File: src/rtl/ddr3_bank_ctrl.sv
// ddr3_bank_ctrl: single-command-at-a-time DDR3 bank controller.
// Keeps an open-row table per bank and turns upstream BL8 requests into
// PREC/ACTV/READ/WRIT sequences, plus PREC-all/REFR on refresh requests.
// Optional feature macro: DDR3_BANK_CTRL_AUTOPRE_EN (closed-page policy;
// every READ/WRIT carries auto-precharge). Undefined = open-page policy.
module ddr3_bank_ctrl #(
  parameter int DDR_ROW_BITS = 13,
  parameter int DDR_COL_BITS = 10,
  parameter int ADDR_BITS    = DDR_ROW_BITS + 3 + DDR_COL_BITS
) (
  input  logic                    clock,
  input  logic                    reset_n,
  input  logic                    ctl_rdy_i,
  input  logic                    ctl_rfc_i,
  input  logic                    req_valid_i,
  output logic                    req_ready_o,
  input  logic                    req_write_i,
  input  logic [ADDR_BITS-1:0]    req_addr_i,
  output logic                    request_o,
  output logic [3:0]              command_o,
  output logic                    autopre_o,
  input  logic                    accept_i,
  output logic [2:0]              bank_o,
  output logic [DDR_ROW_BITS-1:0] addr_o
);

  typedef enum logic [2:0] {
    ST_IDLE, ST_PREC, ST_ACTV, ST_XFER, ST_PREA, ST_REFR
  } state_e;

  // {CS#,RAS#,CAS#,WE#}
  localparam logic [3:0] CMD_NOOP = 4'b0111;
  localparam logic [3:0] CMD_READ = 4'b0101;
  localparam logic [3:0] CMD_WRIT = 4'b0100;
  localparam logic [3:0] CMD_ACTV = 4'b0011;
  localparam logic [3:0] CMD_PREC = 4'b0010;
  localparam logic [3:0] CMD_REFR = 4'b0001;

  // Address bit that selects "all banks" on a precharge.
  localparam int A10 = 10;

`ifdef DDR3_BANK_CTRL_AUTOPRE_EN
  localparam logic AUTOPRE = 1'b1;
`else
  localparam logic AUTOPRE = 1'b0;
`endif

  state_e state_q, state_d;

  logic [7:0]              open_q, open_d;
  logic [DDR_ROW_BITS-1:0] row_q [8];

  logic                    req_write_q;
  logic [DDR_ROW_BITS-1:0] req_row_q;
  logic [2:0]              req_bank_q;
  logic [DDR_COL_BITS-1:0] req_col_q;

  // Request address fields, mapped {row, bank, col}.
  logic [DDR_ROW_BITS-1:0] in_row;
  logic [2:0]              in_bank;
  logic [DDR_COL_BITS-1:0] in_col;
  assign in_row  = req_addr_i[ADDR_BITS-1 -: DDR_ROW_BITS];
  assign in_bank = req_addr_i[DDR_COL_BITS +: 3];
  assign in_col  = req_addr_i[DDR_COL_BITS-1:0];

  logic capture;
  assign capture = (state_q == ST_IDLE) && ctl_rdy_i && !ctl_rfc_i && req_valid_i;

  // State register and open flags of the row table.
  always_ff @(posedge clock or negedge reset_n) begin
    if (!reset_n) begin
      state_q <= ST_IDLE;
      open_q  <= '0;
    end else begin
      // NOTE: non-blocking assignments in clocked blocks so every flop samples
      // pre-edge values regardless of statement order.
      state_q <= state_d;
      open_q  <= open_d;
    end
  end

  // Captured request and row numbers of the table.
  // NOTE: no reset here; a row field is only read while its open bit is set,
  // and the captured request is only used outside ST_IDLE, so resetting the
  // open bits and the state is enough.
  always_ff @(posedge clock) begin
    if (capture) begin
      req_write_q <= req_write_i;
      req_row_q   <= in_row;
      req_bank_q  <= in_bank;
      req_col_q   <= in_col;
    end
    if (state_q == ST_ACTV && accept_i) begin
      row_q[req_bank_q] <= req_row_q;
    end
  end

  // Next state and open-flag updates.
  always_comb begin
    // NOTE: every always_comb target gets a default first so no path infers a latch.
    state_d = state_q;
    open_d  = open_q;
    unique case (state_q)
      ST_IDLE: begin
        if (ctl_rdy_i) begin
          if (ctl_rfc_i) begin
            state_d = (|open_q) ? ST_PREA : ST_REFR;
          end else if (req_valid_i) begin
            if (!open_q[in_bank])              state_d = ST_ACTV;
            else if (row_q[in_bank] == in_row) state_d = ST_XFER;
            else                               state_d = ST_PREC;
          end
        end
      end
      ST_PREC: if (accept_i) begin
        open_d[req_bank_q] = 1'b0;
        state_d = ctl_rdy_i ? ST_ACTV : ST_IDLE;
      end
      ST_ACTV: if (accept_i) begin
        open_d[req_bank_q] = 1'b1;
        state_d = ctl_rdy_i ? ST_XFER : ST_IDLE;
      end
      ST_XFER: if (accept_i) begin
        if (AUTOPRE) open_d[req_bank_q] = 1'b0;
        state_d = ST_IDLE;
      end
      ST_PREA: if (accept_i) begin
        open_d  = '0;
        state_d = ctl_rdy_i ? ST_REFR : ST_IDLE;
      end
      ST_REFR: if (accept_i) begin
        state_d = ST_IDLE;
      end
      default: state_d = ST_IDLE;
    endcase
  end

  // Command outputs, a pure function of state and captured request so they
  // hold steady while a command waits for accept_i.
  always_comb begin
    request_o   = 1'b0;
    req_ready_o = 1'b0;
    command_o   = CMD_NOOP;
    autopre_o   = 1'b0;
    bank_o      = '0;
    addr_o      = '0;
    unique case (state_q)
      ST_PREC: begin
        request_o = 1'b1;
        command_o = CMD_PREC;
        bank_o    = req_bank_q;
      end
      ST_ACTV: begin
        request_o = 1'b1;
        command_o = CMD_ACTV;
        bank_o    = req_bank_q;
        addr_o    = req_row_q;
      end
      ST_XFER: begin
        request_o   = 1'b1;
        command_o   = req_write_q ? CMD_WRIT : CMD_READ;
        autopre_o   = AUTOPRE;
        bank_o      = req_bank_q;
        addr_o[DDR_COL_BITS-1:0] = req_col_q;
        req_ready_o = accept_i;
      end
      ST_PREA: begin
        request_o   = 1'b1;
        command_o   = CMD_PREC;
        addr_o[A10] = 1'b1;
      end
      ST_REFR: begin
        request_o = 1'b1;
        command_o = CMD_REFR;
      end
      default: ;
    endcase
  end

endmodule

File: config.mk
export PLATFORM = sky130hd
export DESIGN_NAME = ddr3_bank_ctrl
export DESIGN_NICKNAME = d
export VERILOG_FILES = /design/src/rtl/ddr3_bank_ctrl.sv
export SDC_FILE = /design/constraint.sdc
export NUM_CORES = 1
export LEC_CHECK = 0
export ABC_AREA = 1
export CAP_MARGIN = 5
export CELL_PAD_IN_SITES_DETAIL_PLACEMENT = 1
export CELL_PAD_IN_SITES_GLOBAL_PLACEMENT = 1
export CORE_MARGIN = 1
export CORE_UTILIZATION = 45
export DETAILED_ROUTE_END_ITERATION = 8
export PLACE_DENSITY = 0.82
export SLEW_MARGIN = 20
export SYNTH_ARGS = -nofsm -noshare
export SYNTH_HDL_FRONTEND = slang
export SYNTH_SLANG_ARGS = --single-unit
File: constraint.sdc
create_clock -name clock -period 3.5 [get_ports clock]
set_input_delay 0.7 -clock clock [delete_from_list [all_inputs] [get_ports clock]]
set_output_delay 0.7 -clock clock [all_outputs]
set_load 0.01 [all_outputs]
Word level (Yosys, flattened, before mapping) --
Memories as Yosys holds them, arrays and structs flattened. Cells that the tools add are included.
Cells by class: order comparisons 3, equal/unequal tests 12, multiplexer cells 32, bitwise logic cells 3, reduce and logical (&&, ||, !) cells 15
Operators by type and width (count):
- 3-bit 2-to-1 mux | 9
- 8-bit 2-to-1 mux | 3
- 8-bit case mux with 3 select lines | 1
- 10-bit case mux with 2 select lines | 1
- 3-bit case mux with 5 select lines | 1
- 13-bit equality test | 1
- 3-bit case mux with 4 select lines | 1
- 2-bit 2-to-1 mux | 5
- 8-bit bitwise AND | 1
- 3-bit by 4-bit < comparator with 1-bit output, second input constant | 2
- 1-bit 2-to-1 mux | 8
- 2-bit != test, second input constant | 4
- 8-bit NOT | 1
- 8-bit bitwise OR | 1
- 8-bit OR reduction | 1
- 3-bit by 2-bit equality test with 1-bit output, second input constant | 2
- 3-bit equality test, second input constant | 2
- 6-bit AND reduction | 1
- 1-bit logical AND | 5
- 5-bit OR reduction | 1
- 4-bit AND reduction | 1
- 2-bit OR reduction | 2
- 1-bit binary-select mux with 3-bit select | 1
- 1-bit demux with 3-bit select | 1
- other kinds (9) | 9
Storage, ports and cells: flip-flop bits (word level) 38, memory bits (writable) 104, bits of input ports 33, output and inout bits 23, logic and storage cells 72, memories kept 1
Memories:
- row_q | depth 8, bits a word 13, rd ports 1, clocked after Yosys merged registers in 0, write ports 1, RTL line 51 | logic [DDR_ROW_BITS-1:0] row_q [8];

Longest topological paths before layout --
Gate-level depths: netlist of run 1.
depth in word-level cells 8, depth in mapped cells 19, gate-level depth less buffers 17

Least setup slack after synthesis of run 1 --
OpenSTA, ideal clock, no wires.
path type reg2reg, start register state_q[1], end register req_bank_q[0], enable pin, setup time 0.411 ns, data arrival time 2.103 ns, required time 3.089 ns, slack 0.986 ns, cell stages (with the launch flop) 8, path buffers 0, clock period less this slack 2.514 ns, path through dfrtp_1 > nor2_1 > inv_1 > nor2_1 > inv_1 > nor2_1 > inv_1 > nor2_1
Between the ends: longest elaborated chain between the ends 4
Ends and longest elaborated chain:
- start, declared | RTL line 48 | state_e state_q, state_d;
- start signal, assigned | RTL line 77 | state_q <= state_d;
- 3-bit logical NOT | RTL line 67 | assign capture = (state_q == ST_IDLE) && ctl_rdy_i && !ctl_rfc_i && req_valid_i;
- 1-bit logical AND (3 in series) | RTL line 67
- net capture | RTL line 66 | logic capture;
- end signal, assigned | RTL line 90 | req_bank_q <= in_bank;
- end, declared | RTL line 55 | logic [2:0] req_bank_q;
The timed path passes the listed nets, and every way through them passes these cells. A chain may end at the register's enable or synchronous reset.

Worst setup path in the final report of run 1 --
start register state_q[1], end output port addr_o[0]
Between the ends: longest elaborated chain between the ends 2, elaborated cells on any way between the ends 3, those cells by class eq/ne (2); mux (1)
Ends and longest elaborated chain:
- 3-bit by 2-bit equality test with 1-bit output | RTL line 147 | unique case (state_q)
- 10-bit case mux with 2 select lines * | RTL line 147
- end, declared | RTL line 24 | output logic [DDR_ROW_BITS-1:0] addr_o
Every way passes the cells marked *; elsewhere a longest branch is shown, timed or not.

==> key figures, run 1 <==
Job
  • Max-cap violation count: 0

Routing
  • ANT nets after route: 0
  • Post-DR wirelength/cell: 21.34 um
  • Pre-Repair DR Iteration Count: 5
  • Post-route DRC violation count: 0
  • WL final: ~19000 um
  • DR vias: ~4800
  • Detailed router's first-iteration violation count: 444
  • Routed vias/inst: approximately 5.5

Final layout
  • Share of layout cells above drive strength 1: 0.07091
  • Filler cell count: around 1500
  • Final nets: 712
  • Area growth, synth to finish: 20.27%
  • Diodes inserted: 0

Yosys
  • Seq cells post-synth: between 100 and 150
  • Post-Syn Area per Cell: 10.32 um^2
  • Mapped Area: 0.006345 mm^2
  • YS warnings: 0
  • Synth top cells by count: 185 x nand2_1, 131 x edfxtp_1, 76 x inv_1, 73 x nand3_1, 51 x nor2_1
  • Sequential fraction of the synthesis area: 0.6634
  • Number of synthesized flops with an enable pin: roughly 130
  • Top FF cell, synth: edfxtp_1
  • Yosys cell types: 29
  • Gate Count Post-Synth: 615
  • Area leader, netlist: edfxtp_1
  • Synth top area share: 0.6200
  • Count leader, synth: nand2_1
  • Post-synth ARST share: 0.07746
  • Ranking of synthesized cells by area: edfxtp_1 62%, nand2_1 11%, nand3_1 5.8%

Global route
  • Largest net degree at the start of global routing: 59
  • Total gr overflow: 0
  • Vias in the first global route: roughly 5000
  • Global-route wire length before repair: 28480 um
  • GR Util All Layers: 0.2700
  • Antenna violations before repair: 0

STA
  • Final Max Tran Viols: 0
  • Setup TNS: 0 ns
  • Setup violators final: 0
  • Post-Route Skew: between 0.01 and 0.015 ns
  • RSZ-0062 raised after global routing: no
  • Slew @ Worst Pin: about 0.83 ns
  • Final hold vios: 0
  • Minimum clock period: ~3.3 ns
  • F_max: 305.6 MHz
  • Period utilization: 0.9348
  • Slew HR: 0.4428

Clocking
  • Bufs on Longest Clock Path: 2
  • # hold bufs at CTS: 0
  • Total CTS buffers: 17
  • Worst-skew pair later-pin latency: 0.43 ns
  • Post-CTS Setup Bufs: 0
  • Post-CTS sizing: 0
  • H-Tree Depth: 4
  • Clock Tree Root: clkbuf_16
  • CTS tree: yes
  • CTS sink cnt: 142
  • Clock-pin slew on the worst setup and hold paths: 0.06 ns

Outcome
  • Status: finished clean

Floorplan
  • Starting density of the core: 0.4589
  • Die Ht: 120.7 um
  • # IOs: 56
  • Die width: 120.7 um
  • Die Area: 0.01458 mm^2
  • Core outline area: 0.01383 mm^2
  • # rows: 43

Critical path
  • Crit path largest cell delay: 0.64 ns
  • Critical path class: flop to output pin
  • CP startpoint kind: flop
  • Critical Path AT: around 2.6 ns
  • Crit path buffers/inverters: 3
  • Worst path top cell family by delay: buffers and inverters
  • Crit-path slowest cell: dfrtp_1
  • Critical-path cell list: inv_1, nor3_1, buf_4, a32o_1, clkdlybuf4s50_1
  • CP Max Fanout: 15
  • Worst setup EP type: output pin
  • Required @ worst endpoint: approximately 2.8 ns

Power
  • Total power: 4.700 mW
  • Pwr Density: 615.9 mW/mm^2
  • Max VDD drop: 0.0003788 V
  • Leakage Power: between 3 and 4 nW

Place
  • PortBufs: 53
  • GPL Wtd Cong: 0.8163
  • DP HPWL: 11180 um

Worst hold path
  • HP Class: flop to flop
==> path summary, 6_finish.rpt <==
check / from / to / slack [ns] / depth (start not counted)
worst max-delay path: state_q[1] / addr_o[0] / 0.23 / 5
worst min-delay path: open_q[1] / open_q[1] / 0.56 / 2
worst max register to register: state_q[1] / row_q[1][4] / 1.18 / 5
worst min register to register: open_q[1] / open_q[1] / 0.56 / 2
max in group asynchronous: reset_n / open_q[0] / 2.44 / 1
min in group asynchronous: reset_n / state_q[0] / 0.66 / 1
==> stage by stage <==
| stage | hold slack (ns) | setup WS, ns | cells | util | cell area (um^2) |
|---|---|---|---|---|---|
| global route | 0.5943 | 0.05860 | 871 | 0.5519 | 7631 |
| finish | 0.5619 | 0.2282 | 871 | 0.5519 | 7631 |
| floorplan | 0.4044 | 0.9859 | 616 | - | 6349 |
| detailed placement | 0.5627 | 0.6077 | 840 | 0.5101 | 7053 |
| global placement | 0.5309 | 0.6706 | 840 | 0.5101 | 7053 |
| CTS | 0.5654 | 0.2344 | 871 | 0.5519 | 7631 |
==> state kept, by name, summed over array words and instances, names as in the netlist <==
signal	cells
row_q	104
req_row_q	13
req_col_q	10
open_q	8
req_bank_q	3
state_q	3
req_write_q	1
==> routing by layer <==
| metal | part of all wire | track usage |
|---|---|---|
| met2 | 0.50 | 0.4501 |
| met4 | 0.037 | 0.1381 |
| met5 | 0 | 0 |
| met1 | 0.41 | 0.3348 |
| met3 | 0.055 | 0.05142 |
==> logic make-up after synthesis <==
family / after synthesis / share of synthesized area
AO/OA/AOI/OAI: 45 / 0.04812
other: 1 / 0.0005910
flip-flops: 142 / 0.6634
buffers and inverters: 103 / 0.07493
AND/OR/NAND/NOR: 324 / 0.2130
==> tightest hold or removal path: cells and delay by family, from the launching register on <==
kind | cells | cell delay (ns)
DFF | 1 | 0.40
AOI/OAI and AO/OA | 1 | 0.06
buffers and inverters | 1 | 0.06
==> where the power goes <==
group / leakage, nW / switching [mW] / total [mW] / internal [mW]
sequential: 1.32 / 0.0999 / 2.06 / 1.96
clock: 0.280 / 0.700 / 1.81 / 1.11
combinational: 1.51 / 0.505 / 0.830 / 0.324
==> layout by cell type, fill, tap and decap left out, types with 2 or more instances in the layout <==
cell type,count
a21oi_1,11
nand3b_1,7
nor3_1,2
a2bb2oi_1,4
nand3_1,73
clkinv_1,3
inv_6,3
clkdlybuf4s50_1,52
o22ai_1,2
nor2_1,50
inv_1,76
clkbuf_1,3
edfxtp_1,131
a32o_1,10
buf_4,14
bufinv_16,3
clkinv_2,2
conb_1,2
o21ai_0,13
clkbuf_16,17
or2_2,4
nand2_1,185
dfrtp_1,11
==> area by class of cell <==
type	instances	area, um^2	share of cell area
Inverter	79	301.5	0.03951
Clock inverter	11	141.4	0.01853
Tap cell	180	225.2	0.02951
Multi-Input combinational cell	371	1667	0.2184
Sequential cell	142	4209	0.5516
Timing Repair Buffer	68	650.6	0.08526
Clock buffer	20	436.7	0.05722
Note: power is estimated with default switching activity, not from simulation.
==> run 2, diff against run 1 <==
--- a/config.mk
+++ b/config.mk
@@ -9,7 +9,7 @@
 export CAP_MARGIN = 5
 export CELL_PAD_IN_SITES_DETAIL_PLACEMENT = 1
 export CELL_PAD_IN_SITES_GLOBAL_PLACEMENT = 1
-export CORE_MARGIN = 1
+export CORE_MARGIN = 3
 export CORE_UTILIZATION = 45
 export DETAILED_ROUTE_END_ITERATION = 8
 export PLACE_DENSITY = 0.82
==> constraint.sdc (replaced) <==
create_clock -name clock -period 3.44 [get_ports clock]
set_input_delay 0.688 -clock clock [delete_from_list [all_inputs] [get_ports clock]]
set_output_delay 0.688 -clock clock [all_outputs]
set_load 0.01 [all_outputs]
==> run 2 against run 1 <==
Effect of this change:
- non-clock buffer count is 3 higher
- highest routed layer unchanged
- register-to-register slack worse by 0.31 ns
- worst hold slack lost 0.0040 ns
- power up 5.1%
- critical path depth up 1
- global-route usage down 2.5 points
==> key figures, run 2 (synthesis gave the netlist of run 1 again) <==
Global route
  • Antenna violations before repair: 0 (unchanged)
  • Largest net degree at the start of global routing: 53 (-10%)
  • Vias in the first global route: 5253 (+2.6%)
  • GR Util All Layers: 0.2451 (-0.02485)
  • Global-route wire length before repair: 29120 um (+2.3%)
  • Total gr overflow: 0 (unchanged)

Critical path
  • Crit-path slowest cell: dfrtp_1
  • Critical-path cell list: nor2_1, inv_1, nor2_1, clkinv_1, nand2_1, clkdlybuf4s50_1
  • CP dominant cell by count: nor2_1
  • CP Max Fanout: 15 (unchanged)
  • Required @ worst endpoint: 2.75 ns (-0.05 ns)
  • Worst Reg-to-Reg Cells: 6 (+1)
  • Critical Path AT: 2.50 ns (-0.07 ns)
  • Crit path largest cell delay: 0.58 ns (-0.06 ns)
  • Critical path class: flop to output pin
  • CP startpoint kind: flop
  • Worst setup EP type: output pin

Power
  • Internal power: 3.614 mW (+6.5%)
  • Logic gate share of total power: 0.169 (-0.008)
  • Seq pwr share: 0.422 (-0.015)
  • Max VDD drop: 0.0004885 V (+29%)
  • Clk network pwr share: 0.409 (+0.023)
  • Sw Share: 0.2682 (-0.009562)
  • Net Switching: 1.325 mW (+1.5%)
  • Leakage Power: 3.148 nW (+1.1%)
  • Pwr Density: 641.2 mW/mm^2 (+4.1%)

STA
  • F_max: 313.5 MHz
  • Final worst setup slack: 0.2499 ns (+0.02175 ns)
  • Final Max Tran Viols: 0 (unchanged)
  • RSZ-0062 raised after global routing: no
  • Setup violators final: 0 (unchanged)
  • Post-Route Skew: 0.01053 ns (-0.001387 ns)
  • Minimum clock period: 3.190 ns
  • Final hold vios: 0 (unchanged)
  • Slew HR: 0.5876 (+0.1449)
  • Period utilization: 0.9273
  • Slew @ Worst Pin: 0.6179 ns (-0.2149 ns)
  • Setup TNS: 0 ns (unchanged)

Clocking
  • # hold bufs at CTS: 0 (unchanged)
  • Clock-pin slew on the worst setup and hold paths: 0.06 ns (about the same)
  • CTS sink cnt: 142 (unchanged)
  • Worst-skew pair later-pin latency: 0.43 ns (about the same)
  • Bufs on Longest Clock Path: 2 (unchanged)
  • Clock Tree Root: clkbuf_16
  • Total CTS buffers: 17 (unchanged)
  • Post-CTS sizing: 0 (unchanged)
  • CTS tree: yes
  • H-Tree Depth: 4 (unchanged)
  • Post-CTS Setup Bufs: 0 (unchanged)

Worst hold path
  • HP Class: flop to flop
  • Hold Crit Depth: 2 (unchanged)

Routing
  • WL final: 18170 um (-2.2%)
  • DR vias: 4809 (+0.67%)
  • Post-route DRC violation count: 0 (unchanged)
  • Routed vias/inst: 5.521 (+0.67%)
  • Detailed router's first-iteration violation count: 361 (-19%)
  • Post-DR wirelength/cell: 20.86 um (-2.2%)
  • ANT nets after route: 0 (unchanged)
  • Pre-Repair DR Iteration Count: 5 (unchanged)

Final layout
  • Post-Layout Cell Count: 871 (unchanged)
  • Diodes inserted: 0 (unchanged)
  • Final instance area: 0.007704 mm^2 (+0.95%)
  • Share of layout cells above drive strength 1: 0.08058 (+0.009664)
  • Largest regs: row_q x104, req_row_q x13, req_col_q x10
  • Area growth, synth to finish: 21.42%
  • Most common cell after layout, fill and taps aside: nand2_1
  • Final nets: 715 (+0.42%)
  • Most frequent cells in the layout: 185 x nand2_1, 131 x edfxtp_1, 76 x inv_1, 73 x nand3_1, 52 x clkdlybuf4s50_1
  • Number of flip-flops in the largest register: 104 (unchanged)
  • Reg with most FFs: row_q

Outcome
  • Status: finished clean

Floorplan
  • Starting density of the core: 0.4698 (+0.01093)
  • # IOs: 56 (unchanged)
  • Die Area: 0.01556 mm^2 (+6.7%)
  • Die width: 124.7 um (+3.3%)
  • Core outline area: 0.01351 mm^2 (-2.3%)
  • # rows: 42 (-2.3%)
  • Die Ht: 124.7 um (+3.3%)

Place
  • Area after DPL: 0.007058 mm^2 (about the same)
  • GPL Wtd Cong: 0.9098 (+11%)
  • DP Worst Slack: 0.5623 ns (-0.04537 ns)
  • PortBufs: 53 (unchanged)
  • Post-Place Cells: 839 (-0.12%)
  • DP HPWL: 11100 um (-0.70%)

Job
  • Max-cap violation count: 0 (unchanged)
[run 2: power groups by stage]
stage / sequential (mW) / combinational [mW] / clock, mW
after detailed placement: 2.11 / 0.819 / 0
after floorplan: 2.07 / 0.481 / 0
final: 2.09 / 0.836 / 2.02
after global placement: 2.11 / 0.789 / 0
after CTS: 2.08 / 0.841 / 2.04
after global routing: 2.10 / 0.934 / 2.12
[run 2: path summary, 6_finish.rpt]
path	from	end	slack, ns
max	state_q[1]	addr_o[10]	0.25
min	open_q[1]	open_q[1]	0.56
max reg2reg	state_q[1]	row_q[6][9]	0.87
min reg2reg	open_q[1]	open_q[1]	0.56
max in group asynchronous	reset_n	open_q[7]	2.44
min in group asynchronous	reset_n	open_q[2]	0.62
[run 2: area by class of cell]
| type | count | area (um^2) |
|---|---|---|
| Clock buffer | 19 | 432.9 |
| Clock inverter | 13 | 212.7 |
| Fill cell | 1467 | 5802 |
| Inverter | 79 | 301.5 |
| Multi-Input combinational cell | 371 | 1667 |
| Sequential cell | 142 | 4209 |
| Tap cell | 176 | 220.2 |
| Timing Repair Buffer | 71 | 660.6 |
[run 2: critical path: cells and delay by family (launching register included)]
| family | cells | cell delay [ns] |
|---|---|---|
| buffers and inverters | 3 | 0.98 |
| DFF | 1 | 0.58 |
| and+or+nand+nor | 3 | 0.51 |
[run 2: metrics by stage]
stage,util,total power [mW],hold slack (ns)
floorplan,-,2.556,0.3924
global placement,0.5226,2.894,0.5400
detailed placement,0.5226,2.930,0.5533
CTS,0.5704,4.963,0.5626
global route,0.5704,5.151,0.5869
finish,0.5704,4.939,0.5579
[run 2: routing by layer]
metal  GRT usage  part of all wire  vias up
li1            -                 -     2190
met1      0.3106              0.41     2380
met2      0.4030              0.50      194
met3     0.06175             0.057       45
met4      0.1006             0.032        0
met5           0                 0        -
==> run 3, diff against run 2 <==
--- a/config.mk
+++ b/config.mk
@@ -12,7 +12,7 @@
 export CORE_MARGIN = 3
 export CORE_UTILIZATION = 45
 export DETAILED_ROUTE_END_ITERATION = 8
-export PLACE_DENSITY = 0.82
+export PLACE_DENSITY_LB_ADDON = 0.08
 export SLEW_MARGIN = 20
 export SYNTH_ARGS = -nofsm -noshare
 export SYNTH_HDL_FRONTEND = slang
==> run 3 against run 2 <==
Effect of this change:
- via count is 3.7% lower
- sequential share of layout area grew 0.16 points
- register-to-register slack improved by 0.28 ns
- global-route usage shrank 1.4 points
- routed wire length is 3.3% lower
- maximum frequency increased by 4.6%
- critical path depth is the same
- non-clock buffer count decreased by 1
- count of clock-buffer cells in the layout shrank 2
- combinational power decreased by 0.8%
- highest routed layer unchanged
==> key figures, run 3 (synthesis gave the netlist of run 1 again) <==
Clocking
  • H-Tree Depth: 4 (unchanged)
  • CTS tree: yes
  • CTS sink cnt: 142 (unchanged)
  • # hold bufs at CTS: 0 (unchanged)
  • Worst-skew pair later-pin latency: 0.42 ns (about the same)
  • Clock Tree Root: clkbuf_16
  • Bufs on Longest Clock Path: 2 (unchanged)
  • Post-CTS Setup Bufs: 0 (unchanged)
  • Post-CTS sizing: 0 (unchanged)
  • Clock-pin slew on the worst setup and hold paths: 0.06 ns (about the same)
  • Total CTS buffers: 17 (unchanged)

Final layout
  • Largest regs: row_q x104, req_row_q x13, req_col_q x10
  • Utilization after layout: 0.5689 (-0.001482)
  • Most common cell after layout, fill and taps aside: nand2_1
  • Most frequent cells in the layout: 185 x nand2_1, 131 x edfxtp_1, 76 x inv_1, 73 x nand3_1, 52 x clkdlybuf4s50_1
  • Diodes inserted: 0 (unchanged)
  • Area growth, synth to finish: 21.10%
  • Share of layout cells above drive strength 1: 0.08069 (+0.0001161)
  • Number of flip-flops in the largest register: 104 (unchanged)
  • Final nets: 714 (-0.14%)
  • Reg with most FFs: row_q

Worst hold path
  • HP Class: flop to flop

Routing
  • Pre-Repair DR Iteration Count: 4 (-1)
  • ANT nets after route: 0 (unchanged)
  • WL final: 17570 um (-3.3%)
  • Post-route DRC violation count: 0 (unchanged)
  • DR vias: 4630 (-3.7%)
  • Detailed router's first-iteration violation count: 298 (-17%)
  • Post-DR wirelength/cell: 20.19 um (-3.2%)
  • Routed vias/inst: 5.322 (-3.6%)

Critical path
  • Crit path buffers/inverters: 4 (+1)
  • CP startpoint kind: flop
  • Worst setup EP type: output pin
  • Critical-path cell list: inv_1, nor3_1, buf_4, inv_1, nor2_1, clkdlybuf4s50_1
  • Required @ worst endpoint: 2.75 ns (about the same)
  • CP dominant cell by count: inv_1
  • Critical path class: flop to output pin
  • CP Max Fanout: 15 (unchanged)
  • Critical Path AT: 2.36 ns (-0.14 ns)
  • Crit path largest cell delay: 0.57 ns (about the same)
  • Worst path top cell family by delay: buffers and inverters
  • Flop2flop setup slack: 1.15 ns (+0.28 ns)
  • Crit-path slowest cell: clkdlybuf4s50_1

Power
  • Internal power: 3.536 mW (-2.2%)
  • Leakage Power: 3.132 nW (-0.48%)
  • Seq pwr share: 0.430 (+0.008)
  • Logic gate share of total power: 0.171 (+0.002)
  • Max VDD drop: 0.0004233 V (-13%)
  • Net Switching: 1.312 mW (-0.97%)
  • Sw Share: 0.2706 (+0.002401)
  • Clk network pwr share: 0.399 (-0.010)
  • Pwr Density: 631.0 mW/mm^2 (-1.6%)

Place
  • DP HPWL: 11070 um (-0.30%)
  • PortBufs: 53 (unchanged)
  • GPL Wtd Cong: 0.8237 (-9.5%)

STA
  • Period utilization: 0.8862 (-0.04112)
  • Minimum clock period: 3.049 ns (-0.1414 ns)
  • Setup TNS: 0 ns (unchanged)
  • Slew @ Worst Pin: 0.5712 ns (-0.04665 ns)
  • Final hold vios: 0 (unchanged)
  • Hold WS: 0.5536 ns (-0.004362 ns)
  • F_max: 328.0 MHz (+4.6%)
  • Final Max Tran Viols: 0 (unchanged)
  • Slew HR: 0.6180 (+0.03036)
  • Setup violators final: 0 (unchanged)
  • Post-Route Skew: 0.005634 ns (-0.004891 ns)
  • RSZ-0062 raised after global routing: no

Floorplan
  • Die Area: 0.01556 mm^2 (unchanged)
  • Die width: 124.7 um (unchanged)
  • Core outline area: 0.01351 mm^2 (unchanged)
  • # IOs: 56 (unchanged)
  • Die Ht: 124.7 um (unchanged)
  • # rows: 42 (unchanged)
  • Starting density of the core: 0.4698 (unchanged)

Global route
  • Antenna violations before repair: 0 (unchanged)
  • Total gr overflow: 0 (unchanged)
  • GR Util All Layers: 0.2309 (-0.01422)
  • Largest net degree at the start of global routing: 53 (unchanged)
  • Vias in the first global route: 5012 (-4.6%)
  • Global-route wire length before repair: 27510 um (-5.5%)

Outcome
  • Status: finished clean

Job
  • Max-cap violation count: 0 (unchanged)
-- run 3: per-layer routing --
layer | GRT usage | vias up | share of wire
met5 | 0 | - | 0
met4 | 0.08382 | 0 | 0.020
met3 | 0.04631 | 29 | 0.044
met2 | 0.3893 | 133 | 0.50
met1 | 0.2964 | 2284 | 0.44
li1 | - | 2184 | -
-- run 3: cell type report --
type	count	area (um^2)
flip-flops and latches	142	4210
multi-input cells	371	1667
repair buffers	70	665.6
fillers	1499	5822
clock buffers	17	425.4
inverters	79	301.5
well taps	176	220.2
clock inverters	15	193.9
-- run 3: power groups by stage --
| stage | combinational [mW] | sequential [mW] | clock (mW) |
|---|---|---|---|
| after CTS | 0.834 | 2.08 | 1.95 |
| final | 0.829 | 2.08 | 1.93 |
| after detailed placement | 0.821 | 2.12 | 0 |
| after global placement | 0.797 | 2.11 | 0 |
| after floorplan | 0.481 | 2.07 | 0 |
| after global routing | 0.915 | 2.10 | 2.04 |
-- run 3: metrics by stage --
| step | worst slack, ns | cell area, um^2 | instances | total power [mW] |
|---|---|---|---|---|
| 2_1_floorplan | 0.9259 | 6349 | 616 | 2.556 |
| 3_3_place_gp | 0.6361 | 7063 | 838 | 2.905 |
| 3_5_place_dp | 0.5543 | 7063 | 838 | 2.936 |
| 4_1_cts | 0.1801 | 7682 | 870 | 4.870 |
| 5_1_grt | 0.1934 | 7684 | 870 | 5.054 |
| 6_report | 0.3914 | 7684 | 870 | 4.848 |
-- run 3: worst paths after layout --
kind,endpoint,depth (start not counted),from
worst max-delay path,addr_o[12],6,state_q[1]
worst min-delay path,open_q[0],2,open_q[0]
worst max register to register,row_q[7][7],6,state_q[1]
worst min register to register,open_q[0],2,open_q[0]
max in group asynchronous,state_q[1],1,reset_n
min in group asynchronous,state_q[0],1,reset_n
-- run 3: worst min-delay path: stages, from the launching register on --
cell and delay (ns):
dfrtp_1 0.32, inv_1 0.06, a21oi_1 0.13
==> edit 1: new RTL, config.mk and constraints of run 2 <==
Add a define of `DDR3_BANK_CTRL_AUTOPRE_EN`.
--- a/src/rtl/ddr3_bank_ctrl.sv
+++ b/src/rtl/ddr3_bank_ctrl.sv
@@ -3,6 +3,8 @@
 // PREC/ACTV/READ/WRIT sequences, plus PREC-all/REFR on refresh requests.
 // Optional feature macro: DDR3_BANK_CTRL_AUTOPRE_EN (closed-page policy;
 // every READ/WRIT carries auto-precharge). Undefined = open-page policy.
+`define DDR3_BANK_CTRL_AUTOPRE_EN
+
 module ddr3_bank_ctrl #(
   parameter int DDR_ROW_BITS = 13,
   parameter int DDR_COL_BITS = 10,
Check against the original RTL: not equivalent (a bounded check fails within 4 cycles, from zero or initial values and one cycle with reset_n low).
==> edit 1 against run 2 <==
Die area grew 0.49%. Setup slack lost 6.5 ps. Worst hold slack lost 24 ps. Wire length grew 10%. Power shrank 2.2%. Cell area shrank 0.26%. Critical path depth grew 3. Sequential cell count is the same. Area after synthesis grew 0.51%. Combinational power grew 6.3%.
==> edit 1: results <==
{
  "min_to": "open_q[4]",
  "async_flop_share_pct": 7.746,
  "hold_depth": 1,
  "ctsLongestPathBuffers": 2,
  "ys_types": 28,
  "power.switching_uw": 1348,
  "syn_nets": 660,
  "cp_slowest_cell": "clkdlybuf4s50_1",
  "yosys_warnings": 0,
  "reg2reg_to": "row_q[1][6]",
  "gp_congestion": 0.8243,
  "critPathArrivalTime_ps": 2510,
  "num-nets-final": 725,
  "synth-edff-count": 131,
  "synth_top_cells_by_area": "edfxtp_1 (62%), nand2_1 (9.9%), inv_1 (5.4%), nand3_1 (5.1%), dfrtp_1 (4.3%)",
  "vias_per_cell": 5.649,
  "cpPeakStageDelay_ps": 540,
  "hpwl_um": 11370,
  "grt_pass1_wl_um": 31170,
  "drive_gt1_share_pct": 7.376,
  "reg2reg_setup_slack_ps": 1320,
  "worstRegToRegCells": 6,
  "synthAdderAreaFrac_pct": 0,
  "synth_flop_cell": "edfxtp_1",
  "grt_pass1_vias": 5521,
  "synthMuxAreaShare_pct": 0,
  "antenna_found_initial": 0,
  "min-delay-start": "open_q[4]",
  "hp-class": "register to register",
  "postCtsSetupBuffers": 0,
  "reg_top3": "row_q x104, req_row_q x13, req_col_q x10",
  "status": "finished, final reports clean",
  "drt_iter0_drc": 584,
  "synth_xor_area_share_pct": 0.1373,
  "r2r-start": "state_q[1]",
  "portBuffers": 54,
  "grt_max_degree": 63,
  "clock_latency_ps": 410,
  "path_max_fanout": 12,
  "ir_drop_v": 0.0004968,
  "skew_ps": 8.836,
  "antenna_cells": 0,
  "whs_ps": 533.5,
  "first_pass_iters": 5,
  "synth_seq_area_share_pct": 66.00,
  "cts-buffers-inserted": 17,
  "leakagePower_uw": 0.003125,
  "ctsHtreeMaxLevel": 4,
  "path_clk_slew_ps": 60,
  "relSlewSlack_pct": 52.69,
  "track_usage_pct": 25.99,
  "post_drt_wl_per_cell_um": 22.75,
  "netlist_top_cells_count": "nand2_1 (169), edfxtp_1 (131), inv_1 (91), nand3_1 (65), nor2_1 (56)",
  "synth-compound-area-share_pct": 5.180,
  "cts-root-buf": "clkbuf_16",
  "fill_cells": 1479
}
edit 1: logic make-up after synthesis:
logic type / Yosys count
AOI/OAI and AO/OA: 54
other: 1
buffers and inverters: 119
DFF: 142
and+or+nand+nor: 310
xor gates and xnor gates: 1
edit 1: how the worst max path moves through the flow:
stage,startpoint,end,slack (ps),depth (start not counted)
after floorplan,ctl_rdy_i,req_bank_q[0],630,2
after global placement,state_q[0],request_o,600,9
after CTS,state_q[0],request_o,100,9
after global routing,state_q[0],command_o[2],70,10
final,state_q[0],request_o,240,9
after detailed placement,state_q[0],request_o,580,9
edit 1: metrics by stage:
stage / worst slack (ps) / instances / utilization [%] / power, µW / cell area [µm²]
finish: 243.4 / 881 / 56.67 / 4830 / 7684
global route: 69.52 / 881 / 56.67 / 5013 / 7684
CTS: 97.37 / 881 / 56.64 / 4835 / 7679
detailed placement: 578.3 / 849 / 52.34 / 2961 / 7097
global placement: 603.0 / 849 / 52.34 / 2935 / 7097
floorplan: 634.9 / 627 / - / 2579 / 6384
edit 1: final cells by class:
type / count / area [µm²] / share of cell area [%]
repair buffers: 69 / 648.1 / 8.435
clock buffers: 20 / 436.7 / 5.683
inverters: 96 / 362.8 / 4.722
flip-flops and latches: 142 / 4209 / 54.78
multi-input cells: 366 / 1662 / 21.63
clock inverters: 12 / 145.1 / 1.889
well taps: 176 / 220.2 / 2.866
edit 1: timing repair:
action                     4_1_cts  5_1_grt
resized for setup                0        1
hold buffers                     0        0
hold endpoints to repair         0        0
setup endpoints to repair        0        2
edit 1: worst max-delay path, delay by kind of cell, from the launching register on:
| family | cells | cell delay, ps |
|---|---|---|
| buffers and inverters | 5 | 990 |
| DFF | 1 | 430 |
| and+or+nand+nor | 4 | 690 |
edit 1: metal layers:
metal	vias up	global-route usage (%)	wire length [µm]
met2	285	43.69	9899
met5	-	0	0
met1	2427	32.16	7870
met4	0	12.31	777
met3	72	5.544	1496
li1	2193	-	-
edit 1: power groups by stage:
stage | Combinational (µW) | Clock [µW] | Sequential, µW
finish | 889 | 1850 | 2090
global route | 979 | 1930 | 2100
floorplan | 498 | 0 | 2080
CTS | 886 | 1860 | 2080
global placement | 828 | 0 | 2110
detailed placement | 848 | 0 | 2110
==> edit 2: new RTL, flow settings as in run 2 <==
Without the edit above. The 6 states of `state_e` get a one-hot encoding in 6 bits.
--- a/src/rtl/ddr3_bank_ctrl.sv
+++ b/src/rtl/ddr3_bank_ctrl.sv
@@ -24,8 +24,8 @@
   output logic [DDR_ROW_BITS-1:0] addr_o
 );
 
-  typedef enum logic [2:0] {
-    ST_IDLE, ST_PREC, ST_ACTV, ST_XFER, ST_PREA, ST_REFR
+  typedef enum logic [5:0] {
+    ST_IDLE = 6'b000001, ST_PREC = 6'b000010, ST_ACTV = 6'b000100, ST_XFER = 6'b001000, ST_PREA = 6'b010000, ST_REFR = 6'b100000
   } state_e;
 
   // {CS#,RAS#,CAS#,WE#}
Behaviour: no difference found for any inputs over 4 cycles, from zero or initial values and one cycle with reset_n low; so few cycles prove little.
==> edit 2 against run 2 <==
Setup slack worse by 84 ps. Via count down 1.3%. Cell area rose by 0.86%. Sequential share of layout area rose by 0.52 points. Area after synthesis up 2.4%. Fmax is 2.6% lower. Wire length fell by 3.8%. Power down 3.9%. Sequential cell count up 3. Sequential power rose by 2%. Critical endpoint is now addr_o[4]. Largest cell class unchanged. Highest routed layer unchanged.
==> edit 2: results <==
{
  "status": "finished, final reports clean",
  "synthAdderAreaFrac_pct": 0,
  "grt_pass1_vias": 5140,
  "reg2reg_to": "row_q[0][2]",
  "leakagePower_uw": 0.003130,
  "num-nets-final": 713,
  "grt_pass1_wl_um": 27610,
  "gp_congestion": 0.8796,
  "buffers": 71,
  "whs_ps": 573.9,
  "track_usage_pct": 22.82,
  "synth_seq_area_share_pct": 65.95,
  "multi_input_area_share_pct": 22.33,
  "async_flop_share_pct": 9.655,
  "critPathArrivalTime_ps": 2590,
  "synth_xor_area_share_pct": 0,
  "clock_area_share_pct": 7.504,
  "hold_depth": 2,
  "fin_crit_sh_pct": 95.19,
  "fill_cells": 1529,
  "skew_ps": 6.286,
  "min-delay-start": "state_q[5]",
  "drive_gt1_share_pct": 8.947,
  "syn2layout_area_growth_pct": 19.58,
  "drt_iter0_drc": 335,
  "netlist_top_cells_count": "nand2_1 (163), edfxtp_1 (131), nand3_1 (80), inv_1 (67), nor2_1 (57)",
  "hpwl_um": 11170,
  "path_max_fanout": 8,
  "relSlewSlack_pct": 51.64,
  "grt_max_degree": 61,
  "dpl_cell_area_um2": 7187,
  "seq_cells": 145,
  "ys_types": 38,
  "reg2reg_setup_slack_ps": 1250,
  "synth_top_cells_by_area": "edfxtp_1 (61%), nand2_1 (9.4%), nand3_1 (6.2%), dfrtp_1 (5.0%), inv_1 (3.9%)",
  "vias_per_cell": 5.436,
  "min_to": "state_q[5]",
  "synth-compound-area-share_pct": 5.122,
  "sh_seq_area_pct": 55.15,
  "post_drt_wl_per_cell_um": 20.02,
  "first_pass_iters": 7
}
edit 2: per-stage QoR:
stage | setup WS (ps) | cells
final | 165.6 | 873
after CTS | 76.09 | 873
after global routing | 32.37 | 873
after global placement | 618.8 | 841
after detailed placement | 572.4 | 841
after floorplan | 174.9 | 615
edit 2: kinds of logic after synthesis:
| kind of cell | Yosys count |
|---|---|
| buffers and inverters | 95 |
| DFF | 145 |
| AOI/OAI and AO/OA | 51 |
| and+or+nand+nor | 322 |
| other | 1 |
edit 2: critical path, stage by stage, from the launching register on:
cell and delay (ps):
dfrtp_1 420, nor2_1 200, nand4_2 320, inv_2 250, buf_4 260, a22o_1 180, clkdlybuf4s50_1 540
edit 2: timing repair:
item / CTS / global route
setup endpoints to repair: 0 / 8
gates resized for setup: 0 / 1
buffers inserted: 0 / 0
edit 2: power breakdown:
| part | switching (µW) | internal (µW) |
|---|---|---|
| Clock | 744 | 1070 |
| Sequential | 97.8 | 2040 |
| Combinational | 476 | 315 |
edit 2: routing by layer:
| metal | track usage, % | up-vias | routed length (µm) |
|---|---|---|---|
| li1 | - | 2213 | - |
| met1 | 28.19 | 2368 | 7330 |
| met2 | 38.59 | 130 | 8938 |
| met3 | 5.428 | 35 | 849 |
| met4 | 9.590 | 0 | 361 |
| met5 | 0 | - | 0 |
edit 2: worst max path at each step:
stage,startpoint,end,depth (start not counted)
after floorplan,state_q[5],req_bank_q[0],5
after global placement,state_q[1],addr_o[8],6
after detailed placement,state_q[1],addr_o[2],6
after CTS,state_q[1],addr_o[4],6
after global routing,state_q[1],addr_o[0],6
final,state_q[1],addr_o[4],6
